**config.mk**
```make
export PLATFORM = sky130hd
export DESIGN_NAME = bcd_to_bin_seq
export DESIGN_NICKNAME = d
export VERILOG_FILES = /design/src/rtl/bcd_pkg.sv /design/src/rtl/mul10_add.sv /design/src/rtl/bcd_to_bin_seq.sv
export SDC_FILE = /design/constraint.sdc
export NUM_CORES = 1
export LEC_CHECK = 0
export ABC_AREA = 1
export CAP_MARGIN = 20
export CORE_MARGIN = 4
export CORE_UTILIZATION = 45
export CTS_CLUSTER_SIZE = 20
export DETAILED_ROUTE_END_ITERATION = 8
export PLACE_DENSITY = 0.67
export SYNTH_ARGS = -nofsm -noshare
export SYNTH_HDL_FRONTEND = slang
export SYNTH_HIERARCHICAL = 1
export SYNTH_SLANG_ARGS = --single-unit
```
**constraint.sdc**
```tcl
create_clock -name clk -period 6.8 [get_ports clk]
set_input_delay 0.68 -clock clk [delete_from_list [all_inputs] [get_ports clk]]
set_output_delay 0.68 -clock clk [all_outputs]
set_load 0.005 [all_outputs]
```
**src/rtl/bcd_pkg.sv**
```systemverilog
// Shared constants and types for the sequential BCD-to-binary converter.
package bcd_pkg;

  localparam int DIGIT_W   = 4;
  localparam logic [3:0] MAX_DIGIT = 4'd9;

  localparam int DEF_NDIG  = 3;
  localparam int DEF_BIN_W = 10;

  typedef enum logic [1:0] {
    IDLE = 2'd0,
    CONV = 2'd1,
    DONE = 2'd2
  } state_t;

  typedef logic [3:0] digit_t;

  function automatic longint pow10(input int n);
    longint r;
    r = 1;
    for (int i = 0; i < n; i++) r = r * 10;
    return r;
  endfunction

endpackage

```
**src/rtl/mul10_add.sv**
```systemverilog
// One accumulation step: acc*10 + digit, built as shift-add, plus a non-BCD digit flag.
// Purely combinational.
module mul10_add
  import bcd_pkg::*;
#(
  parameter int BIN_W = DEF_BIN_W
) (
  input  logic [BIN_W-1:0] acc_i,
  input  logic [3:0]       digit_i,
  output logic [BIN_W-1:0] acc_o,
  output logic             ovf_o,
  output logic             bad_o
);

  logic [BIN_W+3:0] acc_w;
  logic [BIN_W+3:0] wide;

  assign acc_w = {4'b0000, acc_i};
  assign wide  = (acc_w << 3) + (acc_w << 1) + {{BIN_W{1'b0}}, digit_i};
  assign acc_o = wide[BIN_W-1:0];
  assign ovf_o = |wide[BIN_W+3:BIN_W];
  assign bad_o = (digit_i > MAX_DIGIT);

endmodule

```
**src/rtl/bcd_to_bin_seq.sv**
```systemverilog
// Converts a hundreds/tens/units BCD triple to binary, MSD first, one digit per cycle.
// Result valid NDIG edges after accept; held indefinitely under out_ready back-pressure.
module bcd_to_bin_seq
  import bcd_pkg::*;
#(
  parameter int NDIG  = DEF_NDIG,
  parameter int BIN_W = DEF_BIN_W
) (
  input  logic             clk,
  input  logic             rst_n,
  input  logic             in_valid,
  output logic             in_ready,
  input  logic [3:0]       numb3,
  input  logic [3:0]       numb2,
  input  logic [3:0]       numb1,
  output logic             out_valid,
  input  logic             out_ready,
  output logic [BIN_W-1:0] bin,
  output logic             err
);

  localparam int IDX_W = (NDIG > 1) ? $clog2(NDIG) : 1;
  localparam int DIG_W = NDIG * DIGIT_W;

  // Largest NDIG-digit decimal value must fit in BIN_W bits.
  if (((pow10(NDIG) - 1) >> BIN_W) != 0) begin : g_width_chk
    $error("BIN_W too narrow for NDIG decimal digits");
  end

  state_t             state_q;
  logic [DIG_W-1:0]   dig_q;
  logic [BIN_W-1:0]   acc_q;
  logic [IDX_W-1:0]   idx_q;
  logic               err_int_q;
  logic               in_ready_q;
  logic               out_valid_q;
  logic [BIN_W-1:0]   bin_q;
  logic               err_q;

  digit_t             cur_digit;
  logic [BIN_W-1:0]   acc_d;
  logic               ovf;
  logic               bad;
  logic               err_d;

  assign cur_digit = dig_q[idx_q*DIGIT_W +: DIGIT_W];
  assign err_d     = err_int_q | bad;

  mul10_add #(.BIN_W(BIN_W)) u_mul10_add (
    .acc_i   (acc_q),
    .digit_i (cur_digit),
    .acc_o   (acc_d),
    .ovf_o   (ovf),
    .bad_o   (bad)
  );

  always_ff @(posedge clk) begin
    if (!rst_n) begin
      state_q     <= IDLE;
      dig_q       <= '0;
      acc_q       <= '0;
      idx_q       <= '0;
      err_int_q   <= 1'b0;
      in_ready_q  <= 1'b1;
      out_valid_q <= 1'b0;
      bin_q       <= '0;
      err_q       <= 1'b0;
    end else begin
      case (state_q)
        IDLE: begin
          if (in_valid) begin
            dig_q      <= DIG_W'({numb3, numb2, numb1});
            acc_q      <= '0;
            idx_q      <= IDX_W'(NDIG - 1);
            err_int_q  <= 1'b0;
            in_ready_q <= 1'b0;
            state_q    <= CONV;
          end
        end
        CONV: begin
          acc_q     <= acc_d;
          err_int_q <= err_d;
          if (idx_q == '0) begin
            // Any bad digit forces a zero result so downstream never sees garbage.
            bin_q       <= err_d ? '0 : acc_d;
            err_q       <= err_d;
            out_valid_q <= 1'b1;
            state_q     <= DONE;
          end else begin
            idx_q <= idx_q - IDX_W'(1);
          end
        end
        DONE: begin
          if (out_ready) begin
            out_valid_q <= 1'b0;
            in_ready_q  <= 1'b1;
            state_q     <= IDLE;
          end
        end
        default: begin
          out_valid_q <= 1'b0;
          in_ready_q  <= 1'b1;
          state_q     <= IDLE;
        end
      endcase
    end
  end

  assign in_ready  = in_ready_q;
  assign out_valid = out_valid_q;
  assign bin       = bin_q;
  assign err       = err_q;

  ovf_never: assert property (@(posedge clk) disable iff (!rst_n)
                              !((state_q == CONV) && !bad && !err_int_q && ovf));

endmodule

```
### After elaboration in Yosys (flattened, before gate mapping)

Index checks and enable logic that the tools add are counted.
Widths: inputs -> output; s select.

| word-level totals | value |
|---|---|
| input port bits | 16 |
| flip-flop bits (word level) | 39 |
| word-level logic and storage cells | 50 |
| output and inout bits | 13 |

| cells by class | value |
|---|---|
| eq/ne operators | 6 |
| $lt $le $gt $ge | 1 |
| muxes and demuxes | 17 |
| shift operators | 1 |
| reduce and logical (&&, ||, !) cells | 10 |
| bitwise operators | 3 |
| $add $sub $neg | 3 |

Operators with widths:

| operator | number |
|---|---|
| $pmux 9 s2 | 1 |
| $reduce_and 3->1 | 4 |
| $shiftx 12x5->4 | 1 |
| $add 10x10->10 | 1 |
| $add 10x4->10 | 1 |
| $mux 10 | 1 |
| $mux 2 | 5 |
| $mux 9 | 1 |
| $ne 2x2->1 const B | 4 |
| $pmux 1 s3 | 2 |
| $pmux 2 s3 | 1 |
| $reduce_and 2->1 | 3 |
| $gt 4x4->1 const B | 1 |
| $logic_not 2->1 | 2 |
| $mux 1 | 4 |
| $pmux 2 s2 | 1 |
| $eq 2x1->1 const B | 1 |
| $eq 2x2->1 const B | 1 |
| $not 1->1 | 2 |
| $pmux 1 s2 | 1 |
| $reduce_bool 2->1 | 1 |
| $sub 2x1->2 const B | 1 |
| $or 1x1->1 | 1 |

### Longest topological paths before layout

| logic depth | value |
|---|---|
| depth in word-level cells | 4 |
| gate-level depth with buffers | 17 |
| mapped depth without buffers | 16 |

### Hierarchy

Netlist, hierarchy kept.

By module, submodules not included:

| module | area each (um2) | sequential area each (um2) | times used | cells each |
|---|---|---|---|---|
| bcd_to_bin_seq | 1702.9 | 800.8 | 1 | 227 |
| mul10_add | 721.9 | 0.0 | 1 | 119 |

### Worst setup path after synthesis

Ideal clock, no wire load.

| path | value |
|---|---|
| path type | flip-flop to flip-flop |
| from | register idx_q[0] |
| to | register bin_q[8] (netlist: bin[8]) |
| required time | 6.734 ns |
| data arrival time | 2.577 ns |
| buffers on the path | 1 |
| library setup time | 0.066 ns |
| cell stages (with the launch flop) | 18 |
| path slack | 4.157 ns |
| clock period less this slack | 2.643 ns |
| path through | dfxtp_1 inv_1 buf_2 o21ai_0 o21ai_0 inv_1 fa_1 inv_1 fa_1 nand2_1 nand3_1 nand2_1 o21ai_1 xor2_1 inv_1 nor2_1 nand2_1 a21oi_2 |

| between the ends | value |
|---|---|
| elaborated cells between the ends (all ways) | 7 |
| those cells by class | add/sub (1); order compare (1); shift (1); mux (1); bitwise (1); reduce/logical (2) |

RTL lines:

| item | line | source |
|---|---|---|
| start: declaration | bcd_to_bin_seq.sv:33 | `logic [IDX_W-1:0] idx_q;` |
| start signal: assignment | bcd_to_bin_seq.sv:74 | `idx_q <= IDX_W'(NDIG - 1);` |
| start signal: assignment | bcd_to_bin_seq.sv:90 | `idx_q <= idx_q - IDX_W'(1);` |
| $shiftx 12x5->4 | bcd_to_bin_seq.sv:46 | `assign cur_digit = dig_q[idx_q*DIGIT_W +: DIGIT_W];` |
| named net cur_digit[3] | bcd_to_bin_seq.sv:40 | `digit_t cur_digit;` |
| $add 10x4->10 | mul10_add.sv:19 | `assign wide = (acc_w << 3) + (acc_w << 1) + {{BIN_W{1'b0}}, digit_i};` |
| named net acc_d[8] | bcd_to_bin_seq.sv:41 | `logic [BIN_W-1:0] acc_d;` |
| $mux 10 | bcd_to_bin_seq.sv:85 | `bin_q <= err_d ? '0 : acc_d;` |
| end signal: assignment | bcd_to_bin_seq.sv:85 |  |
| end: declaration | bcd_to_bin_seq.sv:37 | `logic [BIN_W-1:0] bin_q;` |

The timed path passes the listed nets, and every way through them passes these cells.
A chain may end at the register's enable or synchronous reset.

### Worst setup path in the final report

Ends and elaborated chain as after synthesis.

==> run summary <==
Placed insts -> 349
Vias in the first global route -> 1,770
Share of power burned in registers -> 0.432
R2r setup slk -> 4.03 ns
Post-route ant nets -> 0
Post-CTS setup repair buffer count -> 0
Drt first pass iters -> 4
Initial drt markers -> 84
Max cap viols -> 0
Initial Util -> 0.475
Fillers -> 452
Syn-to-layout area delta -> 17.9%
Crit path DAT -> 2.99 ns
TNS Setup -> 0 ns
Worst-Margin Slew -> 0.888 ns
Largest net degree at the start of global routing -> 24
First-pass GRT wire length -> 7520 um
Vias per Instance -> 4.90
CTS tree -> done
Hold Path Depth -> 2
Core ar. -> 0.00444 sq mm
Clock transition at path regs -> 0.08 ns
Hold_buf cts -> 0
Peak VDD IR -> 0.170 mV
# diodes -> 0
Final Max Tran Viols -> 0
Pint -> 0.426 mW
Remaining DRCs -> 0
Detailed placement HPWL -> 3040 um
Setup violators final -> 0
Vias post-DR -> 1,751
Crit path max fanout -> 11
Finished Cell Area -> 0.00249 sq mm
Worst-Skew Late Latency -> 0.29 ns
CTS resizes -> 0
Syn Area/Cell -> 7.53 sq um
Row count -> 24
Htree depth -> 2
Initial antenna violation count -> 0
Switch Pwr -> 0.189 mW
Total GRT Usage -> 0.154
Setup Crit Path Kind -> reg -> reg
Layout cells sized above 1 -> 0.0885
Clk buf depth -> 2
Minimum clock period -> 2.77 ns
Port bufs -> 28
Routability congestion estimate -> 0.847
Hold crit path type -> reg -> reg
Slew headroom -> 0.408
Total power -> 0.615 mW
Post-Syn Area -> 0.00211 sq mm
Status -> completed
Layout Skew -> 0.00383 ns
RSZ-0062 raised after global routing -> no
Die Y-Extent -> 76.5 um
Reg2reg path depth -> 16
CP startpoint kind -> flip-flop
Syn Inst Count -> 280
Clock power frac -> 0.330
Static Leak -> 1.10 nW
Fin nets -> 339
Synthesized net count -> 315
Final period utilization -> 0.407
Global route overflow -> 0
Comb pwr share -> 0.237
CTS sink count -> 39
Synth warn -> 6
DIE WIDTH -> 76.5 um
Placed inst area -> 0.00237 sq mm
# IOs -> 29
Die area -> 0.00585 sq mm
Post-Layout Cell Count -> 357
Hold Vio Cnt, Final -> 0
CTS root buf -> clkbuf_8
Final core occ -> 0.559
Switch share -> 0.307
Drt wl/cell -> 11.4 um
Routed wire length -> 4080 um
FMAX -> 0.361 GHz
Clock buffer count from CTS -> 5
Worst Setup End Kind -> flip-flop
WP data required -> 7.02 ns
Cell Pwr Density -> 247 mW/mm^2
state kept, by name (all words and copies together) (netlist names):
register	flops
state_q	2
dig_q	12
acc_q	9
err_int_q	1
bin	10
in_ready	1
idx_q	2
err	1
out_valid	1
power by group through the flow:
stage	Sequential, mW	Combinational [mW]	Clock [mW]
after floorplan	0.265	0.120	0
after global placement	0.271	0.146	0
after detailed placement	0.271	0.148	0
after CTS	0.266	0.149	0.208
after global routing	0.269	0.169	0.217
final	0.266	0.146	0.203
stage by stage:
stage	setup WS [ns]	hold WS (ns)
2_1_floorplan	4.21	0.427
3_3_place_gp	4.09	0.443
3_5_place_dp	4.04	0.449
4_1_cts	4.02	0.470
5_1_grt	3.70	0.486
6_report	4.03	0.465
worst paths after layout:
path | startpoint | to
max | idx_q[0]$_SDFFE_PN0P_ | bin[8]$_SDFFE_PN0P_
min | out_valid$_SDFFE_PN0P_ | out_valid$_SDFFE_PN0P_
max reg2reg | idx_q[0]$_SDFFE_PN0P_ | bin[8]$_SDFFE_PN0P_
min reg2reg | out_valid$_SDFFE_PN0P_ | out_valid$_SDFFE_PN0P_
layout by cell type (no fill, tap or decap), types with 3 or more instances in the layout:
cell / count
clkdlybuf4s50_1: 28
nand3_1: 10
ha_1: 17
nor2_1: 46
inv_2: 3
a21oi_2: 8
o21ai_0: 21
xor2_1: 4
inv_1: 27
clkbuf_8: 6
nand2_1: 59
a21oi_1: 20
dfxtp_1: 39
metal layers:
metal,vias to the layer above,part of all wire,GRT usage
met5,-,0,0
met4,0,0.015,0.0489
met3,7,0.042,0.0366
met2,34,0.50,0.289
met1,771,0.44,0.169
li1,939,-,-
worst max-delay path, stage by stage, from the launching register on:
cell	delay (ns)
dfxtp_1	0.35
inv_1	0.22
o21ai_0	0.10
o21ai_0	0.14
inv_1	0.08
fa_1	0.48
inv_1	0.07
fa_1	0.45
nand2_1	0.09
nand3_1	0.06
nand2_1	0.09
o21ai_1	0.07
xor2_1	0.17
inv_1	0.06
nor2_1	0.10
nand2_1	0.08
a21oi_2	0.11
area by class of cell:
type / count / area [sq um] / share of cell area
Sequential cell: 39 / 781 / 0.314
Clock inverter: 2 / 35.0 / 0.0141
Inverter: 31 / 119 / 0.0478
Clock buffer: 6 / 82.6 / 0.0332
Tap cell: 52 / 65.1 / 0.0262
Multi-Input combinational cell: 199 / 1120 / 0.452
Timing Repair Buffer: 28 / 280 / 0.113
Power figures use the tool's default switching activity.
